$ cat src/rtl/mem_access_sequencer.sv
// Load/store memory access sequencer: IDLE -> ACCESS -> DONE handshake with a single-cycle done pulse.
// Optional ACCESS timeout with err reporting is compiled in when MEM_ACCESS_TIMEOUT_EN is defined.
module mem_access_sequencer #(
  parameter int unsigned DATA_W      = 32,
  parameter int unsigned ADDR_W      = 16,
  parameter int unsigned PC_W        = 8,
  parameter int unsigned TIMEOUT_CYC = 15
) (
  input  logic              clk,
  input  logic              reset,
  input  logic              start,
  input  logic [3:0]        op_code,
  input  logic [PC_W-1:0]   pc,
  input  logic [DATA_W-1:0] src1,
  input  logic [DATA_W-1:0] src2,
  input  logic [DATA_W-1:0] alu_result,
  output logic [ADDR_W-1:0] mem_addr,
  output logic [DATA_W-1:0] mem_wdata,
  input  logic [DATA_W-1:0] mem_rdata,
  output logic              mem_req,
  output logic              mem_we,
  input  logic              mem_ack,
  output logic [DATA_W-1:0] result_out,
  output logic              done,
  output logic              busy,
  output logic              err
);

  localparam logic [3:0] OP_LDR = 4'b1101;
  localparam logic [3:0] OP_STR = 4'b1110;

  typedef enum logic [1:0] {
    IDLE   = 2'd0,
    ACCESS = 2'd1,
    DONE   = 2'd2
  } state_t;

  state_t state, state_nxt;

  logic [ADDR_W-1:0] addr_q;
  logic [DATA_W-1:0] wdata_q;
  logic [DATA_W-1:0] result_q;
  logic              is_str_q;
  logic              alu_hold;
  logic              is_mem_op;
  logic              accept;
  logic              tmo_hit;
  logic              unused_src1;

  // Only the low ADDR_W bits of src1 address memory.
  assign unused_src1 = ^src1;

  assign is_mem_op  = (op_code == OP_LDR) || (op_code == OP_STR);
  assign accept     = (state == IDLE) && start;
  assign result_out = result_q;

`ifdef MEM_ACCESS_TIMEOUT_EN
  localparam int unsigned CNT_W = $clog2(TIMEOUT_CYC + 1);

  logic [CNT_W-1:0] tmo_cnt;
  logic             err_q;

  assign tmo_hit = (state == ACCESS) && !mem_ack &&
                   (tmo_cnt == CNT_W'(TIMEOUT_CYC - 1));
  assign err     = err_q;

  always_ff @(posedge clk) begin
    if (reset) begin
      tmo_cnt <= '0;
      err_q   <= 1'b0;
    end else if (accept) begin
      tmo_cnt <= '0;
      err_q   <= 1'b0;
    end else if ((state == ACCESS) && !mem_ack) begin
      tmo_cnt <= tmo_cnt + 1'b1;
      if (tmo_hit) err_q <= 1'b1;
    end
  end
`else
  assign tmo_hit = 1'b0;
  assign err     = 1'b0;
`endif

  always_ff @(posedge clk) begin
    if (reset) begin
      state    <= IDLE;
      addr_q   <= '0;
      wdata_q  <= '0;
      result_q <= '0;
      is_str_q <= 1'b0;
      alu_hold <= 1'b0;
    end else begin
      state    <= state_nxt;
      alu_hold <= 1'b0;
      if (accept) begin
        if (is_mem_op) begin
          addr_q   <= src1[ADDR_W-1:0];
          wdata_q  <= src2;
          is_str_q <= (op_code == OP_STR);
        end else begin
          result_q <= alu_result;
          alu_hold <= 1'b1;
        end
      end
      if ((state == ACCESS) && mem_ack && !is_str_q) result_q <= mem_rdata;
    end
  end

  always_comb begin
    state_nxt = state;
    mem_req   = 1'b0;
    mem_we    = 1'b0;
    mem_addr  = ADDR_W'(pc);
    mem_wdata = '0;
    done      = 1'b0;
    busy      = 1'b0;
    unique case (state)
      IDLE: begin
        if (start) state_nxt = is_mem_op ? ACCESS : DONE;
      end
      ACCESS: begin
        busy     = 1'b1;
        mem_req  = 1'b1;
        mem_addr = addr_q;
        mem_we   = is_str_q;
        if (is_str_q) mem_wdata = wdata_q;
        if (mem_ack || tmo_hit) state_nxt = DONE;
      end
      DONE: begin
        // Non-memory ops spend an extra settle cycle in DONE so their
        // start-to-done latency matches a zero-wait LDR/STR.
        busy = 1'b1;
        done = !alu_hold;
        if (!alu_hold) state_nxt = IDLE;
      end
      default: state_nxt = IDLE;
    endcase
  end

endmodule

$ cat config.mk
export PLATFORM = sky130hd
export DESIGN_NAME = mem_access_sequencer
export DESIGN_NICKNAME = d
export VERILOG_FILES = /design/src/rtl/mem_access_sequencer.sv
export SDC_FILE = /design/constraint.sdc
export NUM_CORES = 1
export LEC_CHECK = 0
export BUFFER_PORTS_ARGS = -buffer_cell sky130_fd_sc_hd__buf_2
export CAP_MARGIN = 40
export CORE_MARGIN = 2
export CORE_UTILIZATION = 43
export CTS_CLUSTER_SIZE = 40
export DETAILED_ROUTE_END_ITERATION = 16
export MAX_ROUTING_LAYER = met4
export PLACE_DENSITY = 0.8
export SLEW_MARGIN = 10
export SYNTH_ARGS = -nofsm -noshare
export SYNTH_HDL_FRONTEND = slang
export SYNTH_SLANG_ARGS = --single-unit
$ cat constraint.sdc
create_clock -name clk -period 1.9 [get_ports clk]
set_input_delay 0.285 -clock clk [delete_from_list [all_inputs] [get_ports clk]]
set_output_delay 0.285 -clock clk [all_outputs]
set_load 0.02 [all_outputs]
After elaboration in Yosys (flattened, before gate mapping)
Index checks and enable logic that the tools add are counted.

operators by class
  equal/unequal tests = 8
  multiplexer cells = 16
  bitwise logic cells = 1
  reductions and logical operators = 13

operator list
  cell                count
  $mux 32             5
  $mux 16             1
  $eq 4x4->1 const B  2
  $mux 2              4
  $ne 2x2->1 const B  3
  $pmux 2 s3          1
  $mux 1              5
  $reduce_and 2->1    2
  $reduce_or 2->1     2
  $logic_and 1x1->1   3
  $reduce_and 3->1    1
  $eq 2x1->1 const B  1
  $eq 2x2->1 const B  1
  $logic_not 1->1     2
  $logic_not 2->1     1
  $ne 2x1->1 const B  1
  $reduce_bool 2->1   1
  $logic_or 1x1->1    1
  $not 1->1           1

word-level totals
  register bits after elaboration = 84
  bits of input ports = 144
  output and inout port bits = 85

Depth between registers and ports, before layout
  word-level depth = 5
  depth in mapped cells = 9

Least setup slack after synthesis
Ideal clock, no wire load.

  kind = register -> output
  start = register state[1]
  end = output port mem_addr[0]
  arrival time = 1.586 ns
  required time = 1.615 ns
  setup slack = 0.029 ns
  cell stages (with the launch flop) = 6
  path buffers = 2
  cell sequence = dfxtp_1 inv_1 ha_1 buf_2 clkbuf_1 mux2_2

between the ends
  word-level cells in the longest chain between the ends = 2

ends and longest elaborated chain
  item                      line  text
  start: declaration        38    state_t state, state_nxt;
  start signal: assignment  93    state <= state_nxt;
  $eq 2x1->1                117   unique case (state)
  $mux 16                   117
  end: declaration          17    output logic [ADDR_W-1:0] mem_addr,

No other way between the ends.

Worst setup path in the final report
  start = register state[1]
  end = output port mem_addr[2]

The elaborated chain is that of the path after synthesis.

==> summary.txt <==
Yosys
  • Synth top area share: 45.7%
  • Cell taking the most area after synthesis: dfxtp_1
  • Top post-synthesis cells by area: dfxtp_1 46%, nand2_1 13%, mux2i_1 8.7%
  • Sequential share of the synthesized area: 45.7%
  • Post-synthesis instance area: 3680 sq um
  • Syn_nets: 588
  • Syn Inst Count: 441
  • Syn. warnings: 0
  • Most used flip-flop cell after synthesis: dfxtp_1
  • Top-count cell post-synth: nand2_1
  • Asr flop ratio synth: 0%
  • Seq cells post-synth: 84
  • Syn avg cell area: 8.34 sq um
  • Post-synth EDFFs: 0
  • Yosys cell types: 33
  • Synth top cells by count: 130 x nand2_1, 84 x dfxtp_1, 47 x a21oi_1

Timing
  • Fin. max-slew vios: 0
  • Fin. Hold Viols: 0
  • Final setup viols: 0
  • Setup Skew: 0.0170 ns
  • Period utilisation layout: 95.7%
  • Slew @ Worst Pin: 0.508 ns
  • Slew HR: 66.1%
  • Top achievable clock speed: 550 MHz
  • Min Hold Slack: 0.129 ns
  • Final WS setup: 0.0808 ns
  • Setup Total Neg Slack: 0 ns
  • Fin crit period: 1.82 ns

Drt
  • Routed length per instance: 13.8 um
  • Vias per cell: 4.92
  • Via count: 3685
  • DRC Markers: 0
  • Routed Antenna Nets: 0
  • Iter 0 DRT Violations: 112
  • Routed Wire Length: 10.3 mm
  • Pre-Repair DR Iteration Count: 6

Placed design
  • DP Worst Slack: 0.178 ns
  • Placed cell area: 4770 sq um
  • Gpl congestion: 0.824
  • Post-Place Cells: 730
  • IO buf count: 211
  • HPWL Detailed: 7.36 mm

Finish
  • Area of the multi-input gates: 1790 sq um
  • Final Cell Area: 5090 sq um
  • Register Area: 1680 sq um
  • Filler cell count: 758
  • Post-Layout Cell Count: 749
  • Final core utilization: 61.6%
  • Layout cells sized above 1: 39.9%
  • Fin nets: 787
  • Antenna Cells: 0
  • Layout area overhead: 38.4%

Setup path
  • Crit Path Max Fanout: 13
  • Family with the most delay on the worst path: buffers and inverters
  • Crit path kind: flop to primary output
  • Worst path bufs/invs: 3
  • Crit end category: primary output
  • Worst Path Arrival: 1.53 ns
  • CP Launch Type: flop
  • Critical path's slowest cell: dfxtp_2
  • Crit path largest cell delay: 0.33 ns
  • Required time worst endpoint: 1.62 ns
  • Critical path, cell by cell: inv_2, ha_4, buf_12, mux2_2, buf_2

Floorplanning
  • Top-Level Pins: 229
  • Area of the core: 8260 sq um
  • Initial Utilization: 44.5%
  • Die X: 96.5 um
  • Die Span Y: 96.5 um
  • Area of the die: 9310 sq um
  • FP Rows: 33

Global routing
  • Global-route wire length before repair: 15.3 mm
  • Total Routing Usage GR: 21.7%
  • Vias in the first global route: 3343
  • Initial antenna violation count: 0
  • Grt ovf: 0
  • Largest net degree at the start of global routing: 49

Clock network
  • CTS Buf Count: 9
  • H-tree lvl count: 3
  • Worst skew pair latency: 0.35 ns
  • Hold Buf Count CTS: 0
  • Max Buffers Root-to-Sink: 2
  • Worst-path clk slew: 0.09 ns
  • Root Buffer: clkbuf_8
  • CTS tree: done
  • Num Clock Sinks: 84

Power and ir drop
  • Total power: 3.94 mW
  • Leak: 2.46 nW
  • Peak VDD IR: 487 uV
  • Power Density: 773 nW/um^2

Flow run
  • Max Cap Violations: 0

Outcome
  • Status: finished, final reports clean

Hold path
  • Worst Hold Class: primary input to flop
## sequential cells by signal, summed over array words and instances, names as in the netlist
signal / count
is_str_q: 1
wdata_q: 32
result_out: 32
state: 2
alu_hold: 1
addr_q: 16
## path summary, 6_finish.rpt
path | start | slack [ns] | endpoint | cells past startpoint
setup / recovery | state[1] | 0.08 | mem_addr[2] | 5
hold / removal | mem_rdata[13] | 0.13 | result_out[13] | 3
setup reg to reg | state[0] | 0.15 | result_out[1] | 7
hold reg to reg | addr_q[8] | 0.45 | addr_q[8] | 2
## tightest hold or removal path, delay by kind of cell
family / cells / cell delay [ns]
buf+inv: 1 / 0.07
simple gates: 1 / 0.03
compound gates: 1 / 0.05
## layout by cell type (no fill, tap or decap), types with 2 or more instances in the layout
cell type / netlist / routed
nor2b_1: 2 / 2
o21ai_1: 29 / 29
buf_4: 4 / 9
a21oi_2: 3 / 3
o21ai_0: 4 / 4
dfxtp_2: 0 / 2
mux2_2: 8 / 8
clkbuf_8: 0 / 10
bufbuf_16: 0 / 2
bufinv_16: 0 / 2
nor2_1: 4 / 3
dfxtp_1: 84 / 82
ha_1: 3 / 2
buf_2: 4 / 209
and3_1: 32 / 32
buf_12: 1 / 4
a21oi_1: 47 / 47
mux2i_1: 32 / 32
nand2_1: 130 / 130
inv_1: 4 / 3
and2_1: 10 / 9
## final cells by class
type	count	area share [%]
Inverter	4	0.295
Multi-Input combinational cell	317	35.1
Sequential cell	84	33.1
Timing Repair Buffer	224	24.7
Clock inverter	4	1.45
Clock buffer	11	2.78
Tap cell	105	2.58
## per-layer routing
metal  track usage (%)  wire (um)
met5                 -          0
met2              38.2       5420
met1              24.8       4250
met3              3.65        505
met4              8.33        150
## kinds of logic (layout without fill, tap and decap cells)
kind of cell               Yosys count  after routing  synth area share [%]
buffers and inverters               40            243                  6.19
xor gates and xnor gates             1              1                 0.442
other                                1              1                 0.102
AOI/OAI and AO/OA                   89             89                  13.3
muxes                               40             40                  11.2
DFF                                 84             84                  45.7
adders and majority gates            3              3                  1.02
and+or+nand+nor                    183            183                  22.1
## what timing repair did
action | in CTS | in global routing
endpoints found under the setup margin | 10 | 44
setup buffers | 1 | 1
resized for setup | 3 | 4
gates cloned | 2 | 0
## power breakdown
part / internal (mW) / leakage [nW] / switching, mW
logic: 0.302 / 1.67 / 0.364
clock network: 0.770 / 0.109 / 0.606
registers: 1.85 / 0.684 / 0.0455
(Power assumes the default switching activity.)
